`src/rtl/dispensador_pkg.sv`:
```
// dispensador_pkg: shared definitions for the parametrised drink dispenser.
//   estado_t  : state encoding, values equal the display codes 0..4
//   es_onehot : true when a button vector (zero-extended to 8 bits) is one-hot
//   valvula   : maps (category, drink) to the flat valve index
package dispensador_pkg;

    typedef enum logic [2:0] {
        S_IDLE = 3'd0,
        S_MENU = 3'd1,
        S_SUB  = 3'd2,
        S_POUR = 3'd3,
        S_DENY = 3'd4
    } estado_t;

    function automatic logic es_onehot(input logic [7:0] v);
        return (v != 8'd0) && ((v & (v - 8'd1)) == 8'd0);
    endfunction

    function automatic int unsigned valvula(input int unsigned cat,
                                            input int unsigned bev,
                                            input int unsigned nbeb);
        return cat * nbeb + bev;
    endfunction

endpackage

```
`src/rtl/dispensador_temporizador.sv`:
```
// dispensador_temporizador: saturating up-counter with synchronous clear.
//   clk, reset : clock, asynchronous active-low reset
//   clr        : synchronous clear (wins over en)
//   en         : count enable; counting stops once lim is reached
//   lim        : terminal value
//   fin        : high while the count equals lim
module dispensador_temporizador #(
    parameter int W = 4
) (
    input  logic         clk,
    input  logic         reset,
    input  logic         clr,
    input  logic         en,
    input  logic [W-1:0] lim,
    output logic         fin
);
    logic [W-1:0] cnt;

    always_ff @(posedge clk or negedge reset) begin
        if (!reset)                 cnt <= '0;
        else if (clr)               cnt <= '0;
        else if (en && cnt != lim)  cnt <= cnt + W'(1);
    end

    assign fin = (cnt == lim);

endmodule

```
`src/rtl/dispensador_bebidas_param.sv`:
```
// dispensador_bebidas_param: buffet drink dispenser, main menu + category
// sub-menu, timed pour, timed denial, age check and inactivity timeout.
//   clk, reset      : clock, asynchronous active-low reset
//   start, back     : confirm / return buttons
//   mayor           : valid adult ID presented
//   cat_sel/bev_sel : category / drink buttons (act only when one-hot)
//   display         : state code (0 IDLE, 1 MENU, 2 SUB, 3 POUR, 4 DENY)
//   cat_idx         : latched category
//   despacho        : one-hot valve enables
//   busy            : high in POUR or DENY
//   agotado         : per-drink out-of-stock flags (DISPENSADOR_STOCK_EN only)
// Optional feature macro: DISPENSADOR_STOCK_EN adds per-drink stock counters.
module dispensador_bebidas_param
    import dispensador_pkg::*;
#(
    parameter int              NCAT        = 4,
    parameter int              NBEB        = 2,
    parameter logic [NCAT-1:0] ALC_MASK    = NCAT'(1),
    parameter int              POUR_CYC    = 4,
    parameter int              DENY_CYC    = 2,
    parameter int              TIMEOUT_CYC = 16
`ifdef DISPENSADOR_STOCK_EN
    ,
    parameter int              STOCK_INIT  = 3
`endif
) (
    input  logic                       clk,
    input  logic                       reset,
    input  logic                       start,
    input  logic                       back,
    input  logic                       mayor,
    input  logic [NCAT-1:0]            cat_sel,
    input  logic [NBEB-1:0]            bev_sel,
    output logic [2:0]                 display,
    output logic [$clog2(NCAT)-1:0]    cat_idx,
    output logic [NCAT*NBEB-1:0]       despacho,
`ifdef DISPENSADOR_STOCK_EN
    output logic [NCAT*NBEB-1:0]       agotado,
`endif
    output logic                       busy
);
    localparam int CW = $clog2(NCAT);
    localparam int BW = $clog2(NBEB);
    localparam int NV = NCAT * NBEB;
    localparam int PW = $clog2(POUR_CYC + 1);
    localparam int DW = $clog2(DENY_CYC + 1);
    localparam int TW = $clog2(TIMEOUT_CYC + 1);

    estado_t       state, state_next;
    logic [CW-1:0] cat_q, cat_enc;
    logic [BW-1:0] bev_q, bev_enc;
    logic          age_ok, cat_oh, bev_oh, activity, chg;
    logic          pour_fin, deny_fin, to_fin;
    logic          sin_stock;

    assign cat_oh   = es_onehot(8'(cat_sel));
    assign bev_oh   = es_onehot(8'(bev_sel));
    assign activity = start | back | mayor | (|cat_sel) | (|bev_sel);
    assign chg      = (state != state_next);

    // Button index encoders; only consumed when the vector is one-hot.
    always_comb begin
        cat_enc = '0;
        for (int i = 0; i < NCAT; i++) if (cat_sel[i]) cat_enc = CW'(i);
        bev_enc = '0;
        for (int i = 0; i < NBEB; i++) if (bev_sel[i]) bev_enc = BW'(i);
    end

`ifdef DISPENSADOR_STOCK_EN
    localparam int SKW = (STOCK_INIT > 0) ? $clog2(STOCK_INIT + 1) : 1;
    localparam int VIW = (NV > 1) ? $clog2(NV) : 1;

    logic [NV-1:0][SKW-1:0] stock;
    logic [VIW-1:0]         sel_v;

    assign sel_v     = VIW'(valvula(32'(cat_q), 32'(bev_enc), 32'(NBEB)));
    assign sin_stock = (stock[sel_v] == '0);

    always_ff @(posedge clk or negedge reset) begin
        if (!reset) begin
            for (int i = 0; i < NV; i++) stock[i] <= SKW'(STOCK_INIT);
        end else if (state == S_SUB && state_next == S_POUR) begin
            stock[sel_v] <= stock[sel_v] - SKW'(1);
        end
    end

    always_comb begin
        for (int i = 0; i < NV; i++) agotado[i] = (stock[i] == '0);
    end
`else
    assign sin_stock = 1'b0;
`endif

    always_ff @(posedge clk or negedge reset) begin
        if (!reset) state <= S_IDLE;
        else        state <= state_next;
    end

    always_comb begin
        state_next = state;
        case (state)
            S_IDLE: if (start) state_next = S_MENU;
            S_MENU: begin
                if (cat_oh)                     state_next = S_SUB;
                else if (to_fin && !activity)   state_next = S_IDLE;
            end
            S_SUB: begin
                if (back)                       state_next = S_MENU;
                else if (start && bev_oh) begin
                    // mayor in the confirm cycle counts toward the age check.
                    if (ALC_MASK[cat_q] && !(age_ok || mayor)) state_next = S_DENY;
                    else if (sin_stock)                        state_next = S_DENY;
                    else                                       state_next = S_POUR;
                end
                else if (to_fin && !activity)   state_next = S_IDLE;
            end
            S_POUR: if (pour_fin) state_next = S_IDLE;
            S_DENY: if (deny_fin) state_next = S_SUB;
            default: state_next = S_IDLE;
        endcase
    end

    always_ff @(posedge clk or negedge reset) begin
        if (!reset) begin
            cat_q  <= '0;
            bev_q  <= '0;
            age_ok <= 1'b0;
        end else begin
            if (state == S_MENU && state_next == S_SUB)  cat_q <= cat_enc;
            if (state == S_SUB  && state_next == S_POUR) bev_q <= bev_enc;
            if (state != S_IDLE && state_next == S_IDLE) age_ok <= 1'b0;
            else if (state == S_SUB && mayor)            age_ok <= 1'b1;
        end
    end

    dispensador_temporizador #(.W(PW)) u_pour (
        .clk(clk), .reset(reset), .clr(chg), .en(state == S_POUR),
        .lim(PW'(POUR_CYC - 1)), .fin(pour_fin)
    );

    dispensador_temporizador #(.W(DW)) u_deny (
        .clk(clk), .reset(reset), .clr(chg), .en(state == S_DENY),
        .lim(DW'(DENY_CYC - 1)), .fin(deny_fin)
    );

    // Any button activity restarts the inactivity window.
    dispensador_temporizador #(.W(TW)) u_timeout (
        .clk(clk), .reset(reset), .clr(chg || activity),
        .en(state == S_MENU || state == S_SUB),
        .lim(TW'(TIMEOUT_CYC - 1)), .fin(to_fin)
    );

    assign display  = state;
    assign cat_idx  = cat_q;
    assign busy     = (state == S_POUR) || (state == S_DENY);
    assign despacho = (state == S_POUR)
                    ? (NV'(1) << valvula(32'(cat_q), 32'(bev_q), 32'(NBEB)))
                    : '0;

endmodule
```
`config.mk`:
```
export PLATFORM = sky130hd
export DESIGN_NAME = dispensador_bebidas_param
export DESIGN_NICKNAME = d
export VERILOG_FILES = /design/src/rtl/dispensador_pkg.sv /design/src/rtl/dispensador_temporizador.sv /design/src/rtl/dispensador_bebidas_param.sv
export SDC_FILE = /design/constraint.sdc
export NUM_CORES = 1
export LEC_CHECK = 0
export CORE_MARGIN = 10
export CORE_UTILIZATION = 54
export DETAILED_ROUTE_END_ITERATION = 8
export PLACE_DENSITY_LB_ADDON = 0.3
export SLEW_MARGIN = 20
export SYNTH_ARGS = -nofsm -noshare
export SYNTH_HDL_FRONTEND = slang
export SYNTH_SLANG_ARGS = --single-unit
```
`constraint.sdc`:
```
create_clock -name clk -period 6.7 [get_ports clk]
set_input_delay 1.34 -clock clk [delete_from_list [all_inputs] [get_ports clk]]
set_output_delay 1.34 -clock clk [all_outputs]
set_load 0.1 [all_outputs]
```
Word level (Yosys, flattened, before mapping)
Cells that the tools add are included.

$add $sub $neg: 6. $lt $le $gt $ge: 1. Equal/unequal tests: 13. Shifts and indexed selects: 1. Muxes and demuxes: 24. Bitwise operators: 6. Reduce and logical (&&, ||, !) cells: 31.

Operators with widths (count): $mux W3 (10); $logic_not A8 Y1 (2); $eq A3 B2 Y1 const B (5); $pmux W3 S5 (1); $logic_and A1 B1 Y1 (12); $mux W5 (2); $reduce_bool A2 Y1 (5); $and A2 B8 Y8 (1); $and A4 B8 Y8 (1); $mux W2 (4); $mux W8 (1); $shl A1 B4 Y8 const A (1); $logic_not A3 Y1 (2); $add A5 B1 Y5 const B (1); $eq A5 B4 Y1 const B (1); $mux W1 (5); $ne A5 B4 Y1 const B (1); $sub A4 B1 Y5 const B (1); $add A3 B1 Y4 (1); $logic_or A1 B1 Y1 (4); $or A1 B1 Y1 (4); $reduce_bool A4 Y1 (1); $reduce_or A4 Y1 (1); $add A3 B1 Y3 const B (1); other kinds (13) (14).

Register bits: 17. Input bits: 11. Output and inout bits: 14. Logic and storage cells: 89.

Longest topological paths before layout
Gate-level depths: netlist of the first run.

Depth in word-level cells: 13. Gate-level depth with buffers: 8. Depth with buffers taken out: 7.

Cells and area by module
From an unflattened synthesis of the first run, not the netlist that was laid out.

Cells, all modules: 176. Area total of the unflattened synthesis: 1501.4 um2.

By module, submodules not included: dispensador_bebidas_param (instances 1, cells each 94, area an instance 718.2 um2, sequential area each 175.2 um2); dispensador_temporizador (u_timeout) (instances 1, cells each 39, area an instance 369.1 um2, sequential area each 125.1 um2); dispensador_temporizador (u_pour) (instances 1, cells each 28, area an instance 267.8 um2, sequential area each 75.1 um2); dispensador_temporizador (u_deny) (instances 1, cells each 15, area an instance 146.4 um2, sequential area each 50.0 um2).

Worst setup path after synthesis of the first run
Ideal clock, no wire load.

Path kind: register -> output. From: reg state[0], in the netlist display[0]. To: out despacho[0]. Data arrival time: 3.793 ns. Required time: 5.360 ns. Setup slack: 1.567 ns. Stages on the path, launching flop included: 5. Buffers on the path: 1. Cell sequence: dfrtp_1 > buf_2 > nand3b_1 > or2_2 > nor3_1.

Cells in the longest elaborated chain, start to end: 2.

RTL lines: from (decl) (line dispensador_bebidas_param.sv:49) `estado_t state, state_next;`; from (signal assigned) (line dispensador_bebidas_param.sv:96) `else state <= state_next;`; $eq A3 B2 Y1 (line dispensador_bebidas_param.sv:156) `assign despacho = (state == S_POUR)`; $mux W8 (line dispensador_bebidas_param.sv:157) `? (NV'(1) << valvula(32'(cat_q), 32'(bev_q), 32'(NBEB)))`; to (decl) (line dispensador_bebidas_param.sv:36) `output logic [NCAT*NBEB-1:0] despacho,`.

Every way passes these cells.

Worst setup path in the final report of the first run
Ends and elaborated chain as after synthesis.

==> results of run 1 <==
==> kinds of logic (layout without fill, tap and decap cells) <==
| family | after synthesis | in the layout | share of synthesized area [%] |
|---|---|---|---|
| flip-flops | 17 | 17 | 35.60 |
| buffers and inverters | 14 | 37 | 5.339 |
| multiplexers | 3 | 3 | 2.618 |
| adder cells (fa/ha/maj) | 6 | 6 | 6.283 |
| XOR/XNOR | 7 | 7 | 5.131 |
| AO/OA/AOI/OAI | 20 | 20 | 14.97 |
| AND/OR/NAND/NOR | 64 | 64 | 30.05 |
==> state kept, by name, indices dropped and copies added, names as in the netlist <==
name and count:
age_ok 1, bev_q 1, cat_idx 2, display 3, u_deny.cnt 2, u_pour.cnt 3
u_timeout.cnt 5
==> layout make-up <==
class | instances | area, µm²
multi-input combinational | 100 | 705.7
clock buffer | 3 | 22.52
timing repair buffer | 24 | 240.2
tap | 27 | 33.78
sequential | 17 | 425.4
clock inverter | 1 | 5.005
fill | 162 | 575.6
inverter | 9 | 33.78
==> per-layer routing <==
layer / wire length, µm / share of wire (%) / vias to the layer above
met5: 0 / 0 / -
met4: 29 / 1.0 / 0
met3: 162 / 5.6 / 4
met2: 1460 / 50 / 27
met1: 1251 / 43 / 502
li1: - / - / 517
==> power breakdown <==
| group | leakage, nW | internal [mW] | switching [mW] |
|---|---|---|---|
| Sequential | 0.224 | 0.123 | 0.0418 |
| Combinational | 0.345 | 0.0983 | 0.241 |
| Clock | 0.0177 | 0.0222 | 0.0338 |
==> worst register-to-register path: cells and delay by family, from the launching register on <==
kind	cells	cell delay (ns)
and+or+nand+nor	3	1.33
AOI/OAI and AO/OA	2	0.47
DFF	1	0.64
==> path summary, 6_finish.rpt <==
kind | end | slack (ns) | cells past startpoint
worst max-delay path | despacho[0] | 2.55 | 4
worst min-delay path | u_deny.cnt[0] | 0.57 | 2
worst max register to register | u_timeout.cnt[2] | 4.15 | 5
worst min register to register | u_deny.cnt[0] | 0.57 | 2
max in group asynchronous | bev_q | 4.71 | 1
min in group asynchronous | u_timeout.cnt[2] | 1.50 | 1
==> cell usage in the layout, fill, tap and decap left out, types with 3 or more instances in the layout <==
cell type        instances
a21oi_1                  6
clkbuf_4                 3
clkdlybuf4s50_1         24
dfrtp_1                 17
ha_1                     6
inv_1                    9
nand2_1                 12
nor2_1                  18
nor3_1                   8
nor4_1                   6
nor4b_1                  4
xnor2_1                  4
xor2_1                   3
==> through the flow <==
step / std cells / worst slack (ns) / instance area, µm² / utilization (%)
final: 181 / 2.548 / 1466 / 71.81
after global routing: 181 / 2.376 / 1466 / 71.81
after CTS: 181 / 2.514 / 1466 / 71.81
after detailed placement: 177 / 2.834 / 1439 / 70.47
after global placement: 177 / 2.866 / 1439 / 70.47
after floorplan: 131 / 1.567 / 1195 / -
==> run_results.csv, run 1 <==
group,metric,value,unit
run_status,status,"complete, no violations",
routing,drt_first_pass_iters,4,
timing,skew,0.001705,ns
timing,final-max-slew-violation-count,0,
routing,drc,0,
final_layout,drive_above_1_share,8.442,%
clock_network,worstSkewPairLatency,0.29,ns
power,pwr_density_cell,381.7,nW/µm²
logic_synthesis,synthFlopType,"dfrtp_1",
power,worst_ir_drop_vdd,358.7,µV
timing,tightest_slew,0.9858,ns
final_layout,syn_to_final_growth,22.72,%
timing,max_freq,240.9,MHz
clock_network,htree_levels,1,
global_route,use_met1,15.55,%
timing,final_hold_viol_count,0,
clock_network,cts_made_buffers,3,
timing,slew_headroom,34.07,%
timing,setup_viol,0,
floorplanning,fp.dieArea,4494,µm²
worst_setup_path,cp.arrival,2.81,ns
job,maxCapViolations,0,
floorplanning,die_w,67.04,µm
routing,wl_per_cell,16.04,µm
worst_setup_path,path_max_fanout,15,
global_route,grt_use_met2,23.93,%
logic_synthesis,yosysTopAreaCell,"dfrtp_1",
routing,antenna_left,0,
global_route,grt.total_usage,13.41,%
worst_setup_path,critPathLaunchType,"flop",
routing,viasPerCell,5.801,
floorplanning,rows,16,
timing,period_needed,4.152,ns
logic_synthesis,synthArstFlopShare,100.0,%
worst_setup_path,worstReg2RegStart,"display[1]",
place,dp_hpwl,2294,µm
timing,tns,0,ns
logic_synthesis,yosys.area.top_type_share,35.60,%
worst_setup_path,worstSetupPathType,"flop to output port",
worst_setup_path,critPathTopFamily,"buffers and inverters",
timing,grt_setup_unrepaired,"no",
timing,fin_crit_sh,61.96,%
worst_hold_path,hp-class,"flop to flop",
worst_setup_path,crit_start,"display[0]",
power,p_leak,0.5863,nW
global_route,grt_pass1_wl,4871,µm
clock_network,clock-sinks,17,
timing,whs,0.5746,ns
logic_synthesis,ys_types,41,
clock_network,clk_pin_slew,0.10,ns
power,power,559.8,µW
worst_hold_path,min_from,"u_deny.cnt[0]",
global_route,grt_start_max_net_pins,18,
place,port_buffers,24,
global_route,grt_busiest_layer,"met2",
routing,drtIter0Drc,64,
worst_setup_path,path_cells,"nand3b_1, or2_2, nor3_1, clkdlybuf4s50_1",
clock_network,clockBufferDepth,2,
logic_synthesis,synth_warnings,0,
worst_setup_path,required,5.36,ns
logic_synthesis,syn-num-nets,148,
logic_synthesis,ys_ff_latch,17,
clock_network,cts_resized,0,
routing,vias,1050,
global_route,overflow,0,
floorplanning,core_area,2042,µm²
place,place_congestion,0.9025,
logic_synthesis,yosysMostFrequentCell,"nor2_1",
clock_network,cts_root_buf,"clkbuf_4",
final_layout,fin_nets,172,
worst_setup_path,crit_slowest_cell,"clkdlybuf4s50_1",
logic_synthesis,synth_commonest_cells,"18 x nor2_1, 17 x dfrtp_1, 12 x nand2_1",
global_route,grt.met3_usage,2.508,%
logic_synthesis,synth_edf_count,0,
worst_setup_path,crit_buf_inv,1,
clock_network,postCtsSetupBuffers,0,
global_route,antenna_found_initial,0,
floorplanning,io_pins,25,
worst_setup_path,max_stage_delay,1.16,ns
logic_synthesis,yosysSeqAreaShare,35.60,%
worst_setup_path,cp-end-kind,"output port",
global_route,grt_pass1_vias,1096,
logic_synthesis,netlist_area,1195,µm²
clock_network,holdBufCountCts,0,
logic_synthesis,avgSynthCellArea,9.121,µm²
routing,wl,2904,µm
logic_synthesis,ys_top_cells_by_area,"dfrtp_1 36%, ha_1 6.3%, nor2_1 5.7%, a2111oi_4 4.6%, nand2_1 3.8%",
floorplanning,die_h,67.04,µm
floorplanning,start_util,58.52,%
clock_network,cts_tree,"done",
logic_synthesis,postSynthCellCount,131,
final_layout,n_antenna_cell,0,
(Power assumes the default switching activity.)
==> run 2, diff against run 1 <==
--- a/config.mk
+++ b/config.mk
@@ -5,8 +5,9 @@
 export SDC_FILE = /design/constraint.sdc
 export NUM_CORES = 1
 export LEC_CHECK = 0
+export CORE_ASPECT_RATIO = 0.5
 export CORE_MARGIN = 10
-export CORE_UTILIZATION = 54
+export CORE_UTILIZATION = 45
 export DETAILED_ROUTE_END_ITERATION = 8
 export PLACE_DENSITY_LB_ADDON = 0.3
 export SLEW_MARGIN = 20
==> constraint.sdc (replaced) <==
create_clock -name clk -period 3.5 [get_ports clk]
set_input_delay 0.7 -clock clk [delete_from_list [all_inputs] [get_ports clk]]
set_output_delay 0.7 -clock clk [all_outputs]
set_load 0.1 [all_outputs]
==> run 2 against run 1 <==
Against the previous run:
- sequential power grew 91%
- non-clock buffer count rose by 1
- register-to-register slack worse by 3.2 ns
- cell area increased by 1.5%
- global-route usage fell by 2.5 points
- worst hold slack worse by 0.014 ns
- routed wire length is 7.7% lower
- combinational power rose by 88%
==> run_results.csv, run 2 (synthesized netlist as in run 1, its figures left out) <==
group,metric,value,unit
run_status,status,"complete, no violations",
clock_network,worstSkewPairLatency,0.26,ns
final_layout,fin_nets,173,
timing,period_needed,2.962,ns
routing,viasPerCell,5.349,
place,placed_area,1444,µm²
floorplanning,io_pins,25,
global_route,grt.total_usage,10.94,%
clock_network,clock-sinks,17,
floorplanning,die_w,92.88,µm
clock_network,clk_pin_slew,0.06,ns
power,clkPwrFrac,13.4,%
floorplanning,rows,13,
final_layout,regMostFlops,"u_timeout.cnt",
timing,max_freq,337.6,MHz
final_layout,fin_area,1489,µm²
clock_network,postCtsSetupBuffers,0,
power,pwr_density_cell,740.1,nW/µm²
final_layout,largest_reg_flops,5,
worst_setup_path,crit_end,"u_deny.cnt[1]",
timing,slew_headroom,47.81,%
worst_setup_path,reg2reg_depth,5,
final_layout,final_common_cell,"dfrtp_1",
final_layout,drive_above_1_share,21.29,%
floorplanning,core_area,2570,µm²
clock_network,clockBufferDepth,2,
worst_setup_path,critPathLaunchType,"input port",
power,p_leak,0.6209,nW
timing,setup_viol,0,
clock_network,cts_resized,0,
worst_setup_path,worstReg2RegStart,"cat_idx[0]",
worst_setup_path,crit_start,"mayor",
floorplanning,start_util,46.49,%
power,seqPwrFrac,28.5,%
power,p_comb_share,58.0,%
timing,grt_setup_unrepaired,"no",
routing,drc,0,
power,worst_ir_drop_vdd,427.9,µV
worst_setup_path,rrSetupSlack,0.98,ns
global_route,grt_pass1_wl,4747,µm
final_layout,multi_input_comb_area,725.7,µm²
final_layout,nFillCells,238,
global_route,grt_start_max_net_pins,18,
place,port_buffers,24,
worst_hold_path,min_from,"u_pour.cnt[0]",
worst_setup_path,required,3.65,ns
routing,drt_first_pass_iters,4,
final_layout,n_antenna_cell,0,
global_route,overflow,0,
final_layout,syn_to_final_growth,24.61,%
worst_hold_path,hp-class,"flop to flop",
power,power_switching,608.6,µW
job,maxCapViolations,0,
power,intPower,493.3,µW
clock_network,cts_root_buf,"clkbuf_8",
place,dp_hpwl,2098,µm
worst_setup_path,cp.arrival,3.11,ns
floorplanning,fp.dieArea,5241,µm²
routing,drtIter0Drc,21,
worst_setup_path,r2r-end,"u_deny.cnt[1]",
routing,vias,1027,
clock_network,htree_levels,1,
timing,tightest_slew,0.7803,ns
timing,fin_crit_sh,84.63,%
timing,tns,0,ns
timing,skew,0.006431,ns
power,power,1.102,mW
clock_network,cts_made_buffers,3,
floorplanning,die_h,56.44,µm
final_layout,regArea,425.4,µm²
routing,antenna_left,0,
routing,wl,2680,µm
place,place_congestion,0.7820,
worst_setup_path,path_max_fanout,10,
global_route,antenna_found_initial,0,
worst_setup_path,cp-end-kind,"flop",
routing,wl_per_cell,13.96,µm
timing,final-max-slew-violation-count,0,
clock_network,holdBufCountCts,0,
power,swShare,55.23,%
global_route,grt_pass1_vias,998,
clock_network,cts_tree,"done",
timing,final_hold_viol_count,0,
final_layout,fin_util,57.94,%
final_layout,final_cell_mix,"17 x dfrtp_1, 15 x buf_4, 14 x nor2_1",
worst_setup_path,worstSetupPathType,"input port to flop",
run 2: changes by cell type in the layout (fill, tap and decap cells not counted), sizes merged:
cell | previous run | this run
clkbuf | 3 | 4
buf | 0 | 15
clkdlybuf4s50 | 24 | 10
clkinv | 1 | 0
run 2: metal layers:
metal | routed length [µm] | track usage, % | part of all wire (%)
met2 | 1178 | 15.89 | 44
met4 | 35 | 4.585 | 1.3
met5 | 0 | 0 | 0
met1 | 1295 | 14.22 | 48
met3 | 170 | 3.841 | 6.3
run 2: area by class of cell:
class	count	area share, %
Clock buffer	4	3.025
Sequential cell	17	28.57
Multi-Input combinational cell	100	48.74
Tap cell	37	3.109
Timing Repair Buffer	25	14.29
Inverter	9	2.269
run 2: worst min path at each step:
stage / endpoint / depth (start not counted)
detailed placement: u_pour.cnt[0] / 2
finish: u_pour.cnt[0] / 2
global route: u_pour.cnt[0] / 2
CTS: u_pour.cnt[0] / 2
floorplan: age_ok / 0
global placement: u_pour.cnt[0] / 2
run 2: power groups by stage:
stage          clock (mW)  sequential, mW  combinational (mW)
2_1_floorplan           0           0.428               0.419
3_3_place_gp            0           0.317               0.635
3_5_place_dp            0           0.318               0.640
4_1_cts             0.150           0.315               0.641
5_1_grt             0.156           0.327               0.687
6_report            0.148           0.314               0.639
run 2: critical path, cell delays in order:
cell and delay, ns:
clkdlybuf4s50_1 0.45, or4_4 0.56, o211ai_2 0.18, o211ai_1 0.11, or4b_1 0.72, a2111oi_4 0.38
run 2: stage by stage:
stage	std cells	setup slack [ns]	hold WS (ns)
after global placement	188	0.3188	0.5580
after global routing	192	0.4105	0.5930
final	192	0.5380	0.5605
after floorplan	131	-0.2348	0.4044
after CTS	192	0.5341	0.5653
after detailed placement	188	0.2727	0.5571
